<file path="config.mk">
export PLATFORM = sky130hd
export DESIGN_NAME = regbank_alu_datapath
export DESIGN_NICKNAME = d
export VERILOG_FILES = /design/src/rtl/regbank_alu_datapath_pkg.sv /design/src/rtl/regbank_alu_datapath_alu_core.sv /design/src/rtl/regbank_alu_datapath.sv
export SDC_FILE = /design/constraint.sdc
export NUM_CORES = 1
export LEC_CHECK = 0
export CORE_ASPECT_RATIO = 0.6
export CORE_MARGIN = 4
export CORE_UTILIZATION = 40
export CTS_CLUSTER_DIAMETER = 200
export DETAILED_ROUTE_END_ITERATION = 12
export SLEW_MARGIN = 20
export SYNTH_ARGS = -nofsm -noshare
export SYNTH_HDL_FRONTEND = slang
export SYNTH_SLANG_ARGS = --single-unit
</file>
<file path="constraint.sdc">
create_clock -name clk -period 23.8 [get_ports clk]
set_input_delay 7.14 -clock clk [delete_from_list [all_inputs] [get_ports clk]]
set_output_delay 7.14 -clock clk [all_outputs]
set_load 0.02 [all_outputs]
</file>
<file path="src/rtl/regbank_alu_datapath_pkg.sv">
// Shared constants for the register-bank / ALU datapath.
//   - ALU opcode encodings (3-bit)
//   - NO_WRITE write-back address (all-ones register address)
//   - bit positions inside the 5-bit flag vector
package regbank_alu_datapath_pkg;

  localparam int ALU_W  = 3;
  localparam int DECO_W = 3;
  localparam int FLG_W  = 5;

  localparam logic [ALU_W-1:0] ALU_PASS = 3'b000;
  localparam logic [ALU_W-1:0] ALU_ADD  = 3'b001;
  localparam logic [ALU_W-1:0] ALU_SUB  = 3'b010;
  localparam logic [ALU_W-1:0] ALU_AND  = 3'b011;
  localparam logic [ALU_W-1:0] ALU_SHL  = 3'b100;
  localparam logic [ALU_W-1:0] ALU_SHR  = 3'b101;
  localparam logic [ALU_W-1:0] ALU_OR   = 3'b110;
  localparam logic [ALU_W-1:0] ALU_XOR  = 3'b111;

  localparam logic [DECO_W-1:0] NO_WRITE = '1;

  // flag vector layout: {V, C, N, Z, P}
  localparam int FLG_P = 0;
  localparam int FLG_Z = 1;
  localparam int FLG_N = 2;
  localparam int FLG_C = 3;
  localparam int FLG_V = 4;

endpackage

</file>
<file path="src/rtl/regbank_alu_datapath_alu_core.sv">
// Purely combinational ALU.
//   i_a, i_b : operands (WIDTH)
//   i_op     : opcode (ALU_W)
//   o_res    : result (WIDTH)
//   o_flags  : {V, C, N, Z, P} for the result
module alu_core
  import regbank_alu_datapath_pkg::*;
#(
  parameter int WIDTH = 8
) (
  input  logic [WIDTH-1:0] i_a,
  input  logic [WIDTH-1:0] i_b,
  input  logic [ALU_W-1:0] i_op,
  output logic [WIDTH-1:0] o_res,
  output logic [FLG_W-1:0] o_flags
);

  logic [WIDTH:0]   w_sum;
  logic [WIDTH:0]   w_dif;
  logic [WIDTH-1:0] w_res;
  logic             w_c;
  logic             w_v;

  // extra top bit gives carry-out for add and borrow for sub
  assign w_sum = {1'b0, i_a} + {1'b0, i_b};
  assign w_dif = {1'b0, i_a} - {1'b0, i_b};

  always_comb begin
    w_res = i_a;
    w_c   = 1'b0;
    w_v   = 1'b0;
    case (i_op)
      ALU_PASS: w_res = i_a;
      ALU_ADD: begin
        w_res = w_sum[WIDTH-1:0];
        w_c   = w_sum[WIDTH];
        w_v   = (i_a[WIDTH-1] == i_b[WIDTH-1]) && (w_sum[WIDTH-1] != i_a[WIDTH-1]);
      end
      ALU_SUB: begin
        w_res = w_dif[WIDTH-1:0];
        w_c   = w_dif[WIDTH];
        w_v   = (i_a[WIDTH-1] != i_b[WIDTH-1]) && (w_dif[WIDTH-1] != i_a[WIDTH-1]);
      end
      ALU_AND: w_res = i_a & i_b;
      ALU_SHL: begin
        w_res = {i_a[WIDTH-2:0], 1'b0};
        w_c   = i_a[WIDTH-1];
        w_v   = i_a[WIDTH-1] ^ i_a[WIDTH-2];
      end
      ALU_SHR: begin
        w_res = {1'b0, i_a[WIDTH-1:1]};
        w_c   = i_a[0];
      end
      ALU_OR:  w_res = i_a | i_b;
      ALU_XOR: w_res = i_a ^ i_b;
      default: w_res = i_a;
    endcase
  end

  assign o_res          = w_res;
  assign o_flags[FLG_V] = w_v;
  assign o_flags[FLG_C] = w_c;
  assign o_flags[FLG_N] = w_res[WIDTH-1];
  assign o_flags[FLG_Z] = (w_res == '0);
  assign o_flags[FLG_P] = ^w_res;

endmodule

</file>
<file path="src/rtl/regbank_alu_datapath.sv">
// Register bank + ALU + flag register for the x2-multiplier datapath.
//   clk, lowRst          : clock (rising), async active-low reset
//   sSelDecoA/B          : combinational read addresses for ALU operands
//   sSelDecoC            : write-back address, all-ones = no write, flags hold
//   sSelAlu              : ALU opcode
//   iLoadEn/Addr/Data    : external preload port, wins over write-back on
//                          the same address, never touches flags
//   sOverflow..sPar      : registered flags of the last committed write-back
//   oResult              : copy of R0
//   oAluOut              : combinational ALU result
module regbank_alu_datapath
  import regbank_alu_datapath_pkg::*;
#(
  parameter int WIDTH         = 8,
  parameter int SELECTIONALU  = ALU_W,
  parameter int SELECTIONDECO = DECO_W
) (
  input  logic                     clk,
  input  logic                     lowRst,
  input  logic [SELECTIONDECO-1:0] sSelDecoA,
  input  logic [SELECTIONDECO-1:0] sSelDecoB,
  input  logic [SELECTIONDECO-1:0] sSelDecoC,
  input  logic [SELECTIONALU-1:0]  sSelAlu,
  input  logic                     iLoadEn,
  input  logic [SELECTIONDECO-1:0] iLoadAddr,
  input  logic [WIDTH-1:0]         iLoadData,
  output logic                     sOverflow,
  output logic                     sCarry,
  output logic                     sNegative,
  output logic                     sZero,
  output logic                     sPar,
  output logic [WIDTH-1:0]         oResult,
  output logic [WIDTH-1:0]         oAluOut
);

  localparam int NREG = 2 ** SELECTIONDECO;

  logic [NREG-1:0][WIDTH-1:0] r_regs;
  logic [FLG_W-1:0]           r_flags;
  logic [WIDTH-1:0]           w_a;
  logic [WIDTH-1:0]           w_b;
  logic [WIDTH-1:0]           w_res;
  logic [FLG_W-1:0]           w_flags;
  logic                       w_wb;

  // no bypass: operands always see the pre-edge register contents
  assign w_a  = r_regs[sSelDecoA];
  assign w_b  = r_regs[sSelDecoB];
  assign w_wb = (sSelDecoC != NO_WRITE);

  alu_core #(.WIDTH(WIDTH)) u_alu (
    .i_a     (w_a),
    .i_b     (w_b),
    .i_op    (sSelAlu),
    .o_res   (w_res),
    .o_flags (w_flags)
  );

  always_ff @(posedge clk or negedge lowRst) begin
    if (!lowRst) begin
      r_regs <= '0;
    end else begin
      for (int i = 0; i < NREG; i++) begin
        // load is checked first so it wins an address collision
        if (iLoadEn && (iLoadAddr == SELECTIONDECO'(i)))
          r_regs[i] <= iLoadData;
        else if (w_wb && (sSelDecoC == SELECTIONDECO'(i)))
          r_regs[i] <= w_res;
      end
    end
  end

  // flags follow the ALU on every write-back, even when a load took the register
  always_ff @(posedge clk or negedge lowRst) begin
    if (!lowRst)   r_flags <= '0;
    else if (w_wb) r_flags <= w_flags;
  end

  assign sOverflow = r_flags[FLG_V];
  assign sCarry    = r_flags[FLG_C];
  assign sNegative = r_flags[FLG_N];
  assign sZero     = r_flags[FLG_Z];
  assign sPar      = r_flags[FLG_P];
  assign oResult   = r_regs[0];
  assign oAluOut   = w_res;

endmodule

</file>
==> reports/metrics.csv <==
stage,metric,value,unit
run_status,outcome,"finished, final reports clean",
die,die footprint,16880,um^2
global_routing,first-pass GRT wire length,30.73,mm
critical_path,worst path required time,16660,ps
logic_synthesis,yosys warns,0,
drt,DR iter-0 viols,655,
timing,Setup Viol. Count Final,0,
hold_path,hold depth,2,
hold_path,worst hold path class,register to register,
cts,CTS tree,done,
critical_path,Reg-to-Reg Start,r_regs[60],
timing,RSZ-0062 raised after global routing,no,
finish,FILL cells,1374,
finish,Final nets,704,
logic_synthesis,ys async rst share,100.0,%
logic_synthesis,Syn Inst Count,639,
finish,ratio of cells with drive above 1 in the final layout,15.34,%
drt,wire per inst,23.57,um
cts,H-tree levels,3,
global_routing,initial antenna violation count,0,
drt,total wire length,20.03,mm
logic_synthesis,Unique masters post-synth,70,
run,max-cap viol count,0,
finish,"most common cell after layout, fill and taps aside",nand2_1,
global_routing,vias in the first global route,5073,
logic_synthesis,synthesized net count,696,
die,I/O pin cnt,47,
logic_synthesis,Mapped Area,5922,um^2
cts,Num CTS Buffers,9,
critical_path,R2R Path End,r_flags[0],
place,hpwl dp,14.96,mm
drt,routed vias/inst,6.166,
critical_path,Crit. End Element,output pin,
logic_synthesis,commonest register cell after synthesis,dfrtp_1,
drt,DRC,0,
timing,Max Slew Vio Count,0,
die,Die W,165.1,um
logic_synthesis,register area share after synthesis,29.16,%
global_routing,largest net degree at the start of global routing,70,
timing,post-route minimum period,19120,ps
drt,vias post-DR,5241,
die,core area,14510,um^2
cts,setup bufs post-CTS,0,
cts,CTS resizes,0,
finish,fin cells,850,
global_routing,All-Layer GR Usage,24.28,%
power,leakage power,2.731,nW
place,"worst slack, placed",4469,ps
global_routing,grt total ovfl,0,
die,Die Y,102.3,um
finish,area grow syn2layout,13.18,%
hold_path,HP Start,r_flags[0],
place,# port buffers,46,
drt,DRT antenna net count,0,
power,peak supply drop,0.04188,mV
critical_path,WP buf/inv,4,
timing,skew final,7.444,ps
critical_path,CP Data Arrival Time,11980,ps
cts,clock sink count,69,
critical_path,CP Class,input pin to output pin,
drt,DRT Pass-1 Iters,5,
timing,Max Clk Rate,52.30,MHz
timing,Worst-Margin Slew,1081,ps
timing,TNS Setup,0,ps
power,Power Dens Cells,106.7,nW/um^2
finish,Diodes inserted,0,
critical_path,CP max FO,15,
critical_path,top cell family by delay on the critical path,buffers and inverters,
timing,"Hold Vio Cnt, Final",0,
finish,most frequent cells in the layout,"nand2_1 (71), dfrtp_1 (69), nor2_1 (56)",
critical_path,startpoint type of the worst setup path,input pin,
critical_path,FF-to-FF setup slack,19530,ps
logic_synthesis,#FFs+latches synth,69,
critical_path,R2R depth,16,
timing,Slew HR,27.37,%
die,Starting Density,40.82,%
critical_path,"Cell Chain, Critical Path",clkdlybuf4s50_1 -> mux4_2 -> mux2_2 -> inv_1 -> ha_1 -> inv_1 -> fa_1 -> nor2b_1 -> o21ai_0 -> a21oi_1 -> nor2_1 -> xnor2_1 -> o221ai_2 -> and2_1 -> clkdlybuf4s50_1,
logic_synthesis,Post-synth EDFFs,0,
place,placed cells,834,
place,Placer Congestion,0.9643,
logic_synthesis,Post-Syn Area per Cell,9.267,um^2
cts,Clock Tree Root,clkbuf_16,
power,total power,0.7151,mW
timing,PnR worst setup slack,4679,ps
cts,Clock Latency Late Sink,340,ps
cts,clk slew on worst S/H paths,60,ps
finish,post-route core utilization,46.20,%
timing,Tcrit/Tclk final,80.34,%
die,row count,34,
hold_path,Min-Delay Endpoint,r_flags[0],
critical_path,"Slowest-stage cell, CP",clkdlybuf4s50_1,
critical_path,worst stage delay on the critical path,1070,ps
cts,clk buf depth,2,
cts,CTS hold repair buffers,0,
power by group:
| group | internal, mW | total [mW] | switching (mW) | leakage (nW) |
|---|---|---|---|---|
| Clock | 0.0869 | 0.141 | 0.0542 | 0.148 |
| Combinational | 0.170 | 0.379 | 0.209 | 1.73 |
| Sequential | 0.157 | 0.195 | 0.0387 | 0.856 |
| Total | 0.413 | 0.715 | 0.302 | 2.73 |
through the flow:
stage / area [um^2] / hold slack [ps]
floorplan: 5922 / 480.5
finish: 6703 / 495.1
CTS: 6713 / 496.6
global route: 6703 / 527.2
detailed placement: 6401 / 472.1
global placement: 6401 / 470.9
how the worst max path moves through the flow:
stage | start | to | slack (ps) | cells past startpoint
after floorplan | sSelDecoB[0] | oAluOut[6] | 6040 | 13
after global placement | sSelDecoB[0] | oAluOut[6] | 4550 | 13
after detailed placement | sSelDecoB[0] | oAluOut[6] | 4470 | 12
after CTS | sSelDecoB[0] | oAluOut[6] | 4440 | 12
after global routing | sSelDecoA[0] | oAluOut[6] | 4260 | 15
final | sSelDecoA[0] | oAluOut[6] | 4680 | 15
final cells by class:
cell class / count / area (um^2) / area share (%)
repair buffers: 54 / 505.5 / 7.542
clock inverters: 5 / 58.81 / 0.8774
clock buffers: 11 / 252.7 / 3.771
multi-input cells: 482 / 3795 / 56.62
flip-flops and latches: 69 / 1727 / 25.76
inverters: 31 / 116.4 / 1.736
well taps: 198 / 247.7 / 3.696
kinds of logic (layout without fill, tap and decap cells):
| group | after synthesis | count (layout) | synth area share [%] |
|---|---|---|---|
| xor+xnor | 10 | 10 | 1.479 |
| fa+ha+maj | 31 | 31 | 6.803 |
| compound gates | 168 | 168 | 19.86 |
| simple gates | 186 | 186 | 14.60 |
| flops | 69 | 69 | 29.16 |
| mux | 87 | 87 | 21.34 |
| buf+inv | 88 | 101 | 6.761 |
Yosys cell counts, types with 3 or more instances:
cell      instances  area share, %
buf_6             3           0.57
a21oi_1          42            3.5
a22o_1            9            1.3
nand3b_1          3           0.38
o21ai_0          36            3.0
a31o_2            7            1.0
o21ai_1           7           0.59
nor3_1            6           0.51
ha_1             29            6.1
a211oi_1          3           0.38
nand2_1          71            4.5
mux2_2           17            3.2
clkbuf_1         27            1.7
buf_4            10            1.3
a21o_1            3           0.38
dfrtp_1          69             29
nor2b_1           9           0.95
mux2i_1          40            6.8
and2_1            4           0.42
inv_1            30            1.9
mux4_2           27             10
a22oi_1          17            2.2
and3_1            3           0.32
xnor2_1           7            1.0
buf_1             9           0.57
buf_2             8           0.68
nor2_1           56            3.5
xor2_1            3           0.44
a221oi_1          3           0.44
o21bai_1          3           0.38
or3_1             3           0.32
o31ai_1           7           0.89
nand2b_1          9           0.95
a31oi_1           3           0.32
nand3_1           7           0.59
o22ai_1           5           0.53
sequential cells by signal (all words and copies together), names as in the netlist:
| register | count |
|---|---|
| r_regs | 56 |
| oResult | 8 |
| r_flags | 5 |
routing by layer:
layer | routed length [um] | global-route usage, % | vias to the layer above
met5 | 0 | 0 | -
met4 | 274 | 4.665 | 0
met3 | 2784 | 8.706 | 21
met2 | 8074 | 33.58 | 350
met1 | 8897 | 36.45 | 2550
li1 | - | - | 2320
worst min-delay path, delay by kind of cell (launching register included):
| kind | cells | cell delay, ps |
|---|---|---|
| AND/OR/NAND/NOR | 1 | 50 |
| AO/OA/AOI/OAI | 1 | 60 |
| flip-flops | 1 | 350 |
Power figures use the tool's default switching activity.
